==> src/rtl/axis_if.sv <==
// AXI-Stream handshake bundle (tdata/tvalid/tready) shared by the SPI link blocks.
// The master modport drives data, the slave modport drives tready.
interface axis_if #(
   parameter int unsigned DATA_WIDTH = 8
);
   logic [DATA_WIDTH-1:0] tdata;
   logic                  tvalid;
   logic                  tready;

   modport master (output tdata, output tvalid, input tready);
   modport slave  (input tdata, input tvalid, output tready);
endinterface

==> src/rtl/axis_spi_master.sv <==
// AXI-Stream to SPI master: each s_axis word becomes one CS-framed SPI transfer and the
// word shifted in on MISO is returned on m_axis. SCLK is a divided, registered signal.
module axis_spi_master #(
   parameter int unsigned SPI_MODE   = 1,
   parameter int unsigned DATA_WIDTH = 8,
   parameter int unsigned CLK_DIV    = 4
) (
   input  logic   clk_i,
   input  logic   arstn_i,
   output logic   spi_clk_o,
   output logic   spi_cs_o,
   output logic   spi_mosi_o,
   input  logic   spi_miso_i,
   axis_if.slave  s_axis,
   axis_if.master m_axis
);

   localparam bit          CPOL     = SPI_MODE[1];
   localparam bit          CPHA     = SPI_MODE[0];
   localparam int unsigned NumEdges = 2 * DATA_WIDTH;
   localparam int unsigned TimerW   = $clog2(CLK_DIV + 1);
   localparam int unsigned EdgeW    = $clog2(NumEdges + 1);

   localparam logic [TimerW-1:0] TimerLast = TimerW'(CLK_DIV - 1);
   localparam logic [EdgeW-1:0]  EdgeLast  = EdgeW'(NumEdges - 1);

   localparam logic [2:0] StIdle  = 3'd0;
   localparam logic [2:0] StSetup = 3'd1;
   localparam logic [2:0] StXfer  = 3'd2;
   localparam logic [2:0] StHold  = 3'd3;
   localparam logic [2:0] StGap   = 3'd4;

   logic [2:0]            state_q, state_d;
   logic [TimerW-1:0]     timer_q, timer_d;
   logic [EdgeW-1:0]      edge_cnt_q, edge_cnt_d;
   logic [DATA_WIDTH-1:0] tx_shift_q, tx_shift_d;
   logic [DATA_WIDTH-1:0] rx_shift_q, rx_shift_d;
   logic [DATA_WIDTH-1:0] rx_data_q, rx_data_d;
   logic                  rx_valid_q, rx_valid_d;
   logic                  tready_q, tready_d;
   logic                  sclk_q, sclk_d;
   logic                  cs_q, cs_d;
   logic                  mosi_q, mosi_d;

   logic             timer_wrap;
   logic             last_edge;
   logic             leading;
   logic [EdgeW-1:0] edge_next;

   assign timer_wrap = (timer_q == TimerLast);
   assign last_edge  = (edge_cnt_q == EdgeLast);
   assign edge_next  = edge_cnt_q + EdgeW'(1);
   // Edges are numbered from 1, so odd numbers are leading edges.
   assign leading    = edge_next[0];

   always_comb begin
      state_d    = state_q;
      timer_d    = timer_q;
      edge_cnt_d = edge_cnt_q;
      tx_shift_d = tx_shift_q;
      rx_shift_d = rx_shift_q;
      rx_data_d  = rx_data_q;
      rx_valid_d = rx_valid_q;
      sclk_d     = sclk_q;
      cs_d       = cs_q;
      mosi_d     = mosi_q;

      if (rx_valid_q && m_axis.tready) begin
         rx_valid_d = 1'b0;
      end

      if (state_q != StIdle) begin
         timer_d = timer_wrap ? '0 : timer_q + TimerW'(1);
      end

      case (state_q)
         StIdle: begin
            if (s_axis.tvalid && tready_q) begin
               tx_shift_d = s_axis.tdata;
               mosi_d     = s_axis.tdata[DATA_WIDTH-1];
               cs_d       = 1'b0;
               timer_d    = '0;
               state_d    = StSetup;
            end
         end

         StSetup: begin
            if (timer_wrap) begin
               state_d = StXfer;
            end
         end

         StXfer: begin
            if (timer_wrap) begin
               sclk_d     = ~sclk_q;
               edge_cnt_d = edge_next;
               if (leading != CPHA) begin
                  rx_shift_d = {rx_shift_q[DATA_WIDTH-2:0], spi_miso_i};
               end else if (CPHA && (edge_cnt_q == '0)) begin
                  mosi_d = tx_shift_q[DATA_WIDTH-1];
               end else if (CPHA || !last_edge) begin
                  // CPHA=0 has no bit left to present after the final trailing edge.
                  tx_shift_d = {tx_shift_q[DATA_WIDTH-2:0], 1'b0};
                  mosi_d     = tx_shift_q[DATA_WIDTH-2];
               end
               if (last_edge) begin
                  edge_cnt_d = '0;
                  state_d    = StHold;
               end
            end
         end

         StHold: begin
            if (timer_wrap) begin
               cs_d       = 1'b1;
               mosi_d     = 1'b0;
               rx_data_d  = rx_shift_q;
               rx_valid_d = 1'b1;
               state_d    = StGap;
            end
         end

         StGap: begin
            if (timer_wrap) begin
               state_d = StIdle;
            end
         end

         default: begin
            state_d = StIdle;
         end
      endcase

      // Registered so that tready is low while in reset and drops on the accepting clk.
      tready_d = (state_d == StIdle) && !rx_valid_d;
   end

   always_ff @(posedge clk_i or negedge arstn_i) begin
      if (!arstn_i) begin
         state_q    <= StIdle;
         timer_q    <= '0;
         edge_cnt_q <= '0;
         tx_shift_q <= '0;
         rx_shift_q <= '0;
         rx_data_q  <= '0;
         rx_valid_q <= 1'b0;
         tready_q   <= 1'b0;
         sclk_q     <= CPOL;
         cs_q       <= 1'b1;
         mosi_q     <= 1'b0;
      end else begin
         state_q    <= state_d;
         timer_q    <= timer_d;
         edge_cnt_q <= edge_cnt_d;
         tx_shift_q <= tx_shift_d;
         rx_shift_q <= rx_shift_d;
         rx_data_q  <= rx_data_d;
         rx_valid_q <= rx_valid_d;
         tready_q   <= tready_d;
         sclk_q     <= sclk_d;
         cs_q       <= cs_d;
         mosi_q     <= mosi_d;
      end
   end

   assign spi_clk_o     = sclk_q;
   assign spi_cs_o      = cs_q;
   assign spi_mosi_o    = mosi_q;
   assign s_axis.tready = tready_q;
   assign m_axis.tvalid = rx_valid_q;
   assign m_axis.tdata  = rx_data_q;

endmodule

==> src/flat_wrapper.sv <==
// flat-port wrapper written by rule: the top's interface ports become plain ports
module axis_spi_master_flat 
#(
   parameter int unsigned SPI_MODE   = 1,
   parameter int unsigned DATA_WIDTH = 8,
   parameter int unsigned CLK_DIV    = 4
)
  (clk_i, arstn_i, spi_clk_o, spi_cs_o, spi_mosi_o, spi_miso_i, s_axis_tdata, s_axis_tvalid, s_axis_tready, m_axis_tdata, m_axis_tvalid, m_axis_tready);
  axis_if #(.DATA_WIDTH(DATA_WIDTH)) s_axis_i ();
  axis_if #(.DATA_WIDTH(DATA_WIDTH)) m_axis_i ();
  input  logic clk_i;
  input  logic arstn_i;
  output logic spi_clk_o;
  output logic spi_cs_o;
  output logic spi_mosi_o;
  input  logic spi_miso_i;
  input wire logic [$bits(s_axis_i.tdata)-1:0] s_axis_tdata;
  input wire logic [$bits(s_axis_i.tvalid)-1:0] s_axis_tvalid;
  output wire logic [$bits(s_axis_i.tready)-1:0] s_axis_tready;
  output wire logic [$bits(m_axis_i.tdata)-1:0] m_axis_tdata;
  output wire logic [$bits(m_axis_i.tvalid)-1:0] m_axis_tvalid;
  input wire logic [$bits(m_axis_i.tready)-1:0] m_axis_tready;
  assign s_axis_i.tdata = s_axis_tdata;
  assign s_axis_i.tvalid = s_axis_tvalid;
  assign s_axis_tready = s_axis_i.tready;
  assign m_axis_tdata = m_axis_i.tdata;
  assign m_axis_tvalid = m_axis_i.tvalid;
  assign m_axis_i.tready = m_axis_tready;
  axis_spi_master #(.SPI_MODE(SPI_MODE), .DATA_WIDTH(DATA_WIDTH), .CLK_DIV(CLK_DIV)) u_core (.clk_i(clk_i), .arstn_i(arstn_i), .spi_clk_o(spi_clk_o), .spi_cs_o(spi_cs_o), .spi_mosi_o(spi_mosi_o), .spi_miso_i(spi_miso_i), .s_axis(s_axis_i), .m_axis(m_axis_i));
endmodule
==> config.mk <==
export PLATFORM = sky130hd
export DESIGN_NAME = axis_spi_master_flat
export DESIGN_NICKNAME = d
export VERILOG_FILES = /design/src/rtl/axis_if.sv /design/src/rtl/axis_spi_master.sv /design/src/flat_wrapper.sv
export SDC_FILE = /design/constraint.sdc
export NUM_CORES = 1
export LEC_CHECK = 0
export CAP_MARGIN = 20
export CORE_UTILIZATION = 27
export CTS_CLUSTER_DIAMETER = 120
export DETAILED_ROUTE_END_ITERATION = 10
export GPL_TIMING_DRIVEN = 0
export SYNTH_ARGS = -nofsm -noshare
export SYNTH_HDL_FRONTEND = slang
export SYNTH_SLANG_ARGS = --single-unit
==> constraint.sdc <==
create_clock -name clk_i -period 1.97 [get_ports clk_i]
set_input_delay 0.197 -clock clk_i [delete_from_list [all_inputs] [get_ports clk_i]]
set_output_delay 0.197 -clock clk_i [all_outputs]
set_load 0.01 [all_outputs]
==> results of run 1 <==
[metrics by stage]
step | setup TNS [ns] | utilization, % | setup slack (ns) | std cells
floorplan | 0 | - | 0.147 | 135
CTS | 0 | 36.8 | 0.00471 | 248
global route | 0 | 37.1 | 0.0228 | 250
global placement | -13.56 | 33.8 | -0.350 | 237
detailed placement | 0 | 34.1 | 0.0184 | 238
finish | 0 | 37.1 | 0.0867 | 250
[worst paths after layout]
check                                         end            startpoint  depth (start not counted)
worst max-delay path            u_core.spi_mosi_o  u_core.edge_cnt_q[0]                          6
worst min-delay path            u_core.timer_q[1]               arstn_i                          2
worst max register to register  u_core.spi_mosi_o  u_core.edge_cnt_q[0]                          6
worst min register to register   u_core.spi_clk_o      u_core.spi_clk_o                          1
max in group asynchronous         u_core.spi_cs_o               arstn_i                          3
min in group clk_i               u_core.spi_clk_o      u_core.spi_clk_o                          1
[worst max-delay path, delay by kind of cell (launching register included)]
kind | cells | cell delay [ns]
simple gates | 1 | 0.34
mux | 2 | 0.59
fa+ha+maj | 1 | 0.14
flops | 1 | 0.45
compound gates | 1 | 0.20
buf+inv | 1 | 0.07
[cell families after synthesis]
logic type      Yosys count  share of synthesized area [%]
flops                    40                           54.5
fa+ha+maj                 3                           2.04
xor+xnor                  3                           1.43
simple gates             32                           13.1
compound gates           16                           6.60
mux                      32                           19.6
buf+inv                   9                           2.72
[cell type report]
class / instances / area [um^2] / share of cell area [%]
multi-input cells: 86 / 790 / 33.0
clock buffers: 5 / 68.8 / 2.87
plain buffers: 3 / 27.5 / 1.15
clock inverters: 3 / 90.1 / 3.76
repair buffers: 30 / 298 / 12.4
flip-flops and latches: 40 / 1000 / 41.9
inverters: 6 / 22.5 / 0.940
well taps: 77 / 96.3 / 4.02
[registers in the layout, indices dropped and copies added (netlist names)]
name and cells:
u_core.m_axis.tdata 8, u_core.spi_mosi_o 1, u_core.edge_cnt_q 5, u_core.spi_cs_o 1, u_core.state_q 3, u_core.rx_shift_q 8, u_core.spi_clk_o 1, u_core.tx_shift_q 8
u_core.s_axis.tready 1, u_core.timer_q 3, u_core.m_axis.tvalid 1
[power by group]
group | total, mW | internal [mW] | switching (mW)
combinational | 1.12 | 0.648 | 0.476
sequential | 1.28 | 1.07 | 0.206
clock | 0.930 | 0.634 | 0.297
[routing by layer]
metal	global-route usage, %	vias to the layer above	wire (um)	share of wire (%)
li1	-	559	-	-
met1	14.2	545	1700	52
met2	14.9	21	1360	42
met3	2.95	7	134	4.1
met4	4.62	0	61	1.9
met5	0	-	0	0
[cell usage in the layout, fill, tap and decap left out, types with 2 or more instances in the layout]
master           count
dfrtp_1             38
mux2_2              31
clkdlybuf4s50_1     24
inv_1                6
nand2_1              5
nand3_1              5
clkbuf_8             5
nor2_1               4
o21a_1               3
ha_1                 3
bufinv_16            3
buf_4                3
nor3_1               2
o21ai_0              2
nor2b_1              2
buf_2                2
o31ai_1              2
buf_6                2
o22ai_1              2
xnor2_1              2
[repair_timing]
action	in CTS	in global routing
endpoints found under the hold margin	11	0
resized for setup	0	2
buffers inserted	1	2
endpoints found under the setup margin	1	6
hold buffers	1	0
==> out/metrics.cfg, run 1 <==
[die]
fp.dieW_um=84.5
start_util_pct=28.5
fp.dieH_um=84.5
core_area_um2=6460
io_pins=26
die_area_um2=7140
row_count=29

[power_and_ir_drop]
ir_drop_v=0.000610
power_density_nw_per_um2=1390
finalPower_mw=3.33
p_leak_nw=1.08

[worst_setup_path]
crit_required_ns=2.15
cp_cell_sequence=inv_1 -> ha_1 -> nor4b_4 -> mux2_4 -> a22o_1 -> mux2_2
crit_type=register to register
slowest_delay_ns=0.45
worst_path_max_delay_cell=dfrtp_2
cp_data_arrival_time_ns=2.07
start_kind=register
r2r_slack_ns=0.09
path_max_fanout=6
endpoint_kind=register

[sta]
rsz0062_at_grt=false
slew_violations=0
hold_viol_final=0
fmax_mhz=531
finalSetupViolCount=0
period_needed_ns=1.88
whs_ns=0.317
tightest_slew_ns=0.533
maxSlewHeadroom_pct=64.2
skew_ns=0.0122
period_share_pct=95.6

[logic_synthesis]
synth_top_area_share_pct=53.1
synth.distinct_cells=39
netlist_top_cells_area=dfrtp_1, mux2_2, ha_1
synthFlopType=dfrtp_1
synth_most_common_cell=dfrtp_1
yosysTopAreaCell=dfrtp_1
synth-seq-area-share_pct=54.5
synth_cells=135
synth_seq_cells=40
syn-num-nets=151
async_flop_share_pct=100
synthTopCellsByCount=dfrtp_1, mux2_2, inv_1
synth_edf_count=0
yosys_warnings=0
synth.avg_cell_area_um2=13.6
netlist_area_um2=1840

[route]
vias_per_cell=4.53
ant_nets=0
drt_first_pass_iters=7
first_iter_violations=33
routed_wl_um=3260
wire_per_inst_um=13.0
dr_total_vias=1132
drc=1

[finish]
drive_gt1_share_pct=33.5
syn2layout_area_growth_pct=30.4
fillerInstances=631
postLayoutCellArea_um2=2400
fin_nets=188
num_antenna_cells=0

[place]
place_congestion=0.723
hpwl_um=2280
place_area_um2=2200
io_buffers=25

[cts]
clk_latency_ns=0.30
clock-sinks=40
clk_pin_slew_ns=0.08
cts_tree=yes
cts_root_buffer=clkbuf_8
cts_buffers=5
clockBufferDepth=2
h-tree-depth=2

[grt]
grt_usage_pct=10.3
grt_antenna_before_repair=0
grt_pass1_wl_um=5650
grt_pass1_vias=1139
grt_max_degree=30
grt-ovfl-total=0

[flow_run]
maxCapViolCount=0

[outcome]
outcome=finished, violations left
violations=design-rule violations

[min_path]
min_path_type=input port to async pin

(Power assumes the default switching activity.)
==> run 2, diff against run 1 <==
--- a/config.mk
+++ b/config.mk
@@ -6,6 +6,7 @@
 export NUM_CORES = 1
 export LEC_CHECK = 0
 export CAP_MARGIN = 20
+export CORE_MARGIN = 2
 export CORE_UTILIZATION = 27
 export CTS_CLUSTER_DIAMETER = 120
 export DETAILED_ROUTE_END_ITERATION = 10
==> out/metrics.cfg, run 2 (same netlist as run 1, synthesis figures left out) <==
[outcome]
outcome=finished clean  ; was finished, violations left

[sta]
hold_viol_final=0  ; unchanged
setup_slack_ns=0.123  ; was 0.0867 ns
fin_tns_setup_ns=0  ; unchanged
period_needed_ns=1.85  ; was 1.88 ns
slew_violations=0  ; unchanged
whs_ns=0.235  ; was 0.317 ns
finalSetupViolCount=0  ; unchanged
skew_ns=0.00682  ; was 0.0122 ns
maxSlewHeadroom_pct=60.0  ; was 64.2%
period_share_pct=93.8  ; was 95.6%
rsz0062_at_grt=true  ; was false
fmax_mhz=541  ; was 531 MHz
tightest_slew_ns=0.596  ; was 0.533 ns

[cts]
clk_latency_ns=0.29  ; was 0.30 ns
cts_tree=yes  ; unchanged
clockBufferDepth=2  ; unchanged
clock-sinks=40  ; unchanged
h-tree-depth=2  ; unchanged
cts_buffers=5  ; unchanged
cts_root_buffer=clkbuf_8  ; unchanged
clk_pin_slew_ns=0.07  ; was 0.08 ns

[worst_setup_path]
worst_path_max_delay_cell=dfrtp_2  ; unchanged
path_max_fanout=8  ; was 6
start_kind=register  ; unchanged
cp_cell_sequence=inv_1 -> ha_1 -> nor4b_4 -> buf_4 -> nor2b_4 -> o21ai_4 -> mux2_2  ; was inv_1 -> ha_1 -> nor4b_4 -> mux2_4 -> a22o_1 -> mux2_2
slowest_delay_ns=0.41  ; was 0.45 ns
crit_required_ns=2.14  ; was 2.15 ns
cp_data_arrival_time_ns=2.02  ; was 2.07 ns
crit_buf_inv=2  ; was 1
crit_family=flip-flops  ; was multiplexers
r2r_slack_ns=0.12  ; was 0.09 ns
r2r_start=u_core.edge_cnt_q[0]  ; unchanged
endpoint_kind=register  ; unchanged
crit_type=register to register  ; unchanged
worstRegToRegCells=7  ; was 6
cp-startpoint=u_core.edge_cnt_q[0]  ; unchanged
r2r-end=u_core.tx_shift_q[0]  ; was u_core.spi_mosi_o
cp.depth=7  ; was 6
worstSetupEndpoint=u_core.tx_shift_q[0]  ; was u_core.spi_mosi_o

[place]
hpwl_um=2200  ; was 2280 um
dp_slack_ns=-0.00656  ; was 0.0184 ns
io_buffers=25  ; unchanged
place_congestion=0.733  ; was 0.723

[grt]
grt_antenna_before_repair=0  ; unchanged
grt-ovfl-total=0  ; unchanged
grt_pass1_vias=1189  ; was 1139
grt_pass1_wl_um=5560  ; was 5650 um
grt_usage_pct=9.47  ; was 10.3%
grt_max_degree=40  ; was 30

[route]
drt_first_pass_iters=4  ; was 7
routed_wl_um=3190  ; was 3260 um
ant_nets=0  ; unchanged
vias_per_cell=4.52  ; was 4.53
wire_per_inst_um=12.5  ; was 13.0 um
dr_total_vias=1158  ; was 1132
drc=0  ; was 1
first_iter_violations=40  ; was 33

[die]
fp.dieH_um=86.5  ; was 84.5 um
fp.dieW_um=86.5  ; was 84.5 um
start_util_pct=27.5  ; was 28.5%
core_area_um2=6680  ; was 6460 um^2
io_pins=26  ; unchanged
die_area_um2=7480  ; was 7140 um^2
row_count=30  ; was 29

[power_and_ir_drop]
p_leak_nw=1.07  ; was 1.08 nW
power_density_nw_per_um2=1320  ; was 1390 nW/um^2
ir_drop_v=0.000580  ; was 0.000610 V

[finish]
mostFrequentLayoutCell=dfrtp_1  ; unchanged
drive_gt1_share_pct=34.7  ; was 33.5%
syn2layout_area_growth_pct=29.8  ; was 30.4%
num_antenna_cells=0  ; unchanged
layout_common_cells=dfrtp_1, mux2_2, clkdlybuf4s50_1  ; unchanged
fin_nets=191  ; was 188

[min_path]
min_path_type=input port to async pin  ; unchanged

[flow_run]
maxCapViolCount=0  ; unchanged

## run 2: changes by cell type in the layout (fill, tap and decap cells not counted), sizes merged
cell | before | now
clkbuf | 5 | 7
bufinv | 3 | 1
buf | 8 | 11
## run 2: report_power, final
part	internal, mW	leakage (nW)	switching, mW
Combinational	0.667	0.492	0.482
Sequential	1.07	0.518	0.194
Clock	0.447	0.0645	0.278
## run 2: metal layers
layer	vias up	wire length (um)	GRT usage (%)
met5	-	0	0
met4	0	56	4.26
met3	5	71	2.29
met2	14	1520	14.8
met1	576	1550	12.4
li1	563	-	-
## run 2: what timing repair did
action | CTS | global route
pin swaps | 0 | 1
setup endpoints to repair | 1 | 8
setup buffers | 1 | 5
hold buffers | 1 | 0
gates resized for setup | 0 | 1
endpoints found under the hold margin | 39 | 0
cloned | 0 | 0
## run 2: cell type report
| type | count | area (um^2) |
|---|---|---|
| Multi-Input combinational cell | 86 | 786 |
| Clock buffer | 7 | 96.3 |
| Buffer | 3 | 27.5 |
| Inverter | 6 | 22.5 |
| Tap cell | 80 | 100 |
| Timing Repair Buffer | 33 | 320 |
| Sequential cell | 40 | 1000 |
| Clock inverter | 1 | 30.0 |
| Fill cell | 666 | 4300 |
## run 2: worst min-delay path by stage
stage,cells after the start,start,end
6_report,2,arstn_i,u_core.m_axis.tdata[7]
5_1_grt,2,arstn_i,u_core.m_axis.tdata[7]
4_1_cts,2,arstn_i,u_core.m_axis.tdata[7]
3_5_place_dp,1,arstn_i,u_core.m_axis.tdata[7]
3_3_place_gp,1,u_core.tx_shift_q[3],u_core.tx_shift_q[3]
2_1_floorplan,0,arstn_i,u_core.edge_cnt_q[0]
## run 2: metrics by stage
stage               util (%)  area, um^2  cells  total power, mW
global route            35.7        2390    256             3.37
CTS                     35.1        2350    251             3.11
floorplan                  -        1840    135             2.02
detailed placement      33.0        2200    241             2.35
global placement        32.8        2190    240             2.34
finish                  35.7        2390    256             3.14
==> run 3, diff against run 2 <==
--- a/config.mk
+++ b/config.mk
@@ -9,6 +9,7 @@
 export CORE_MARGIN = 2
 export CORE_UTILIZATION = 27
 export CTS_CLUSTER_DIAMETER = 120
+export CTS_CLUSTER_SIZE = 40
 export DETAILED_ROUTE_END_ITERATION = 10
 export GPL_TIMING_DRIVEN = 0
 export SYNTH_ARGS = -nofsm -noshare
==> results of run 3 <==
The final DEF is identical to that of run 2; final timing and power are the same.
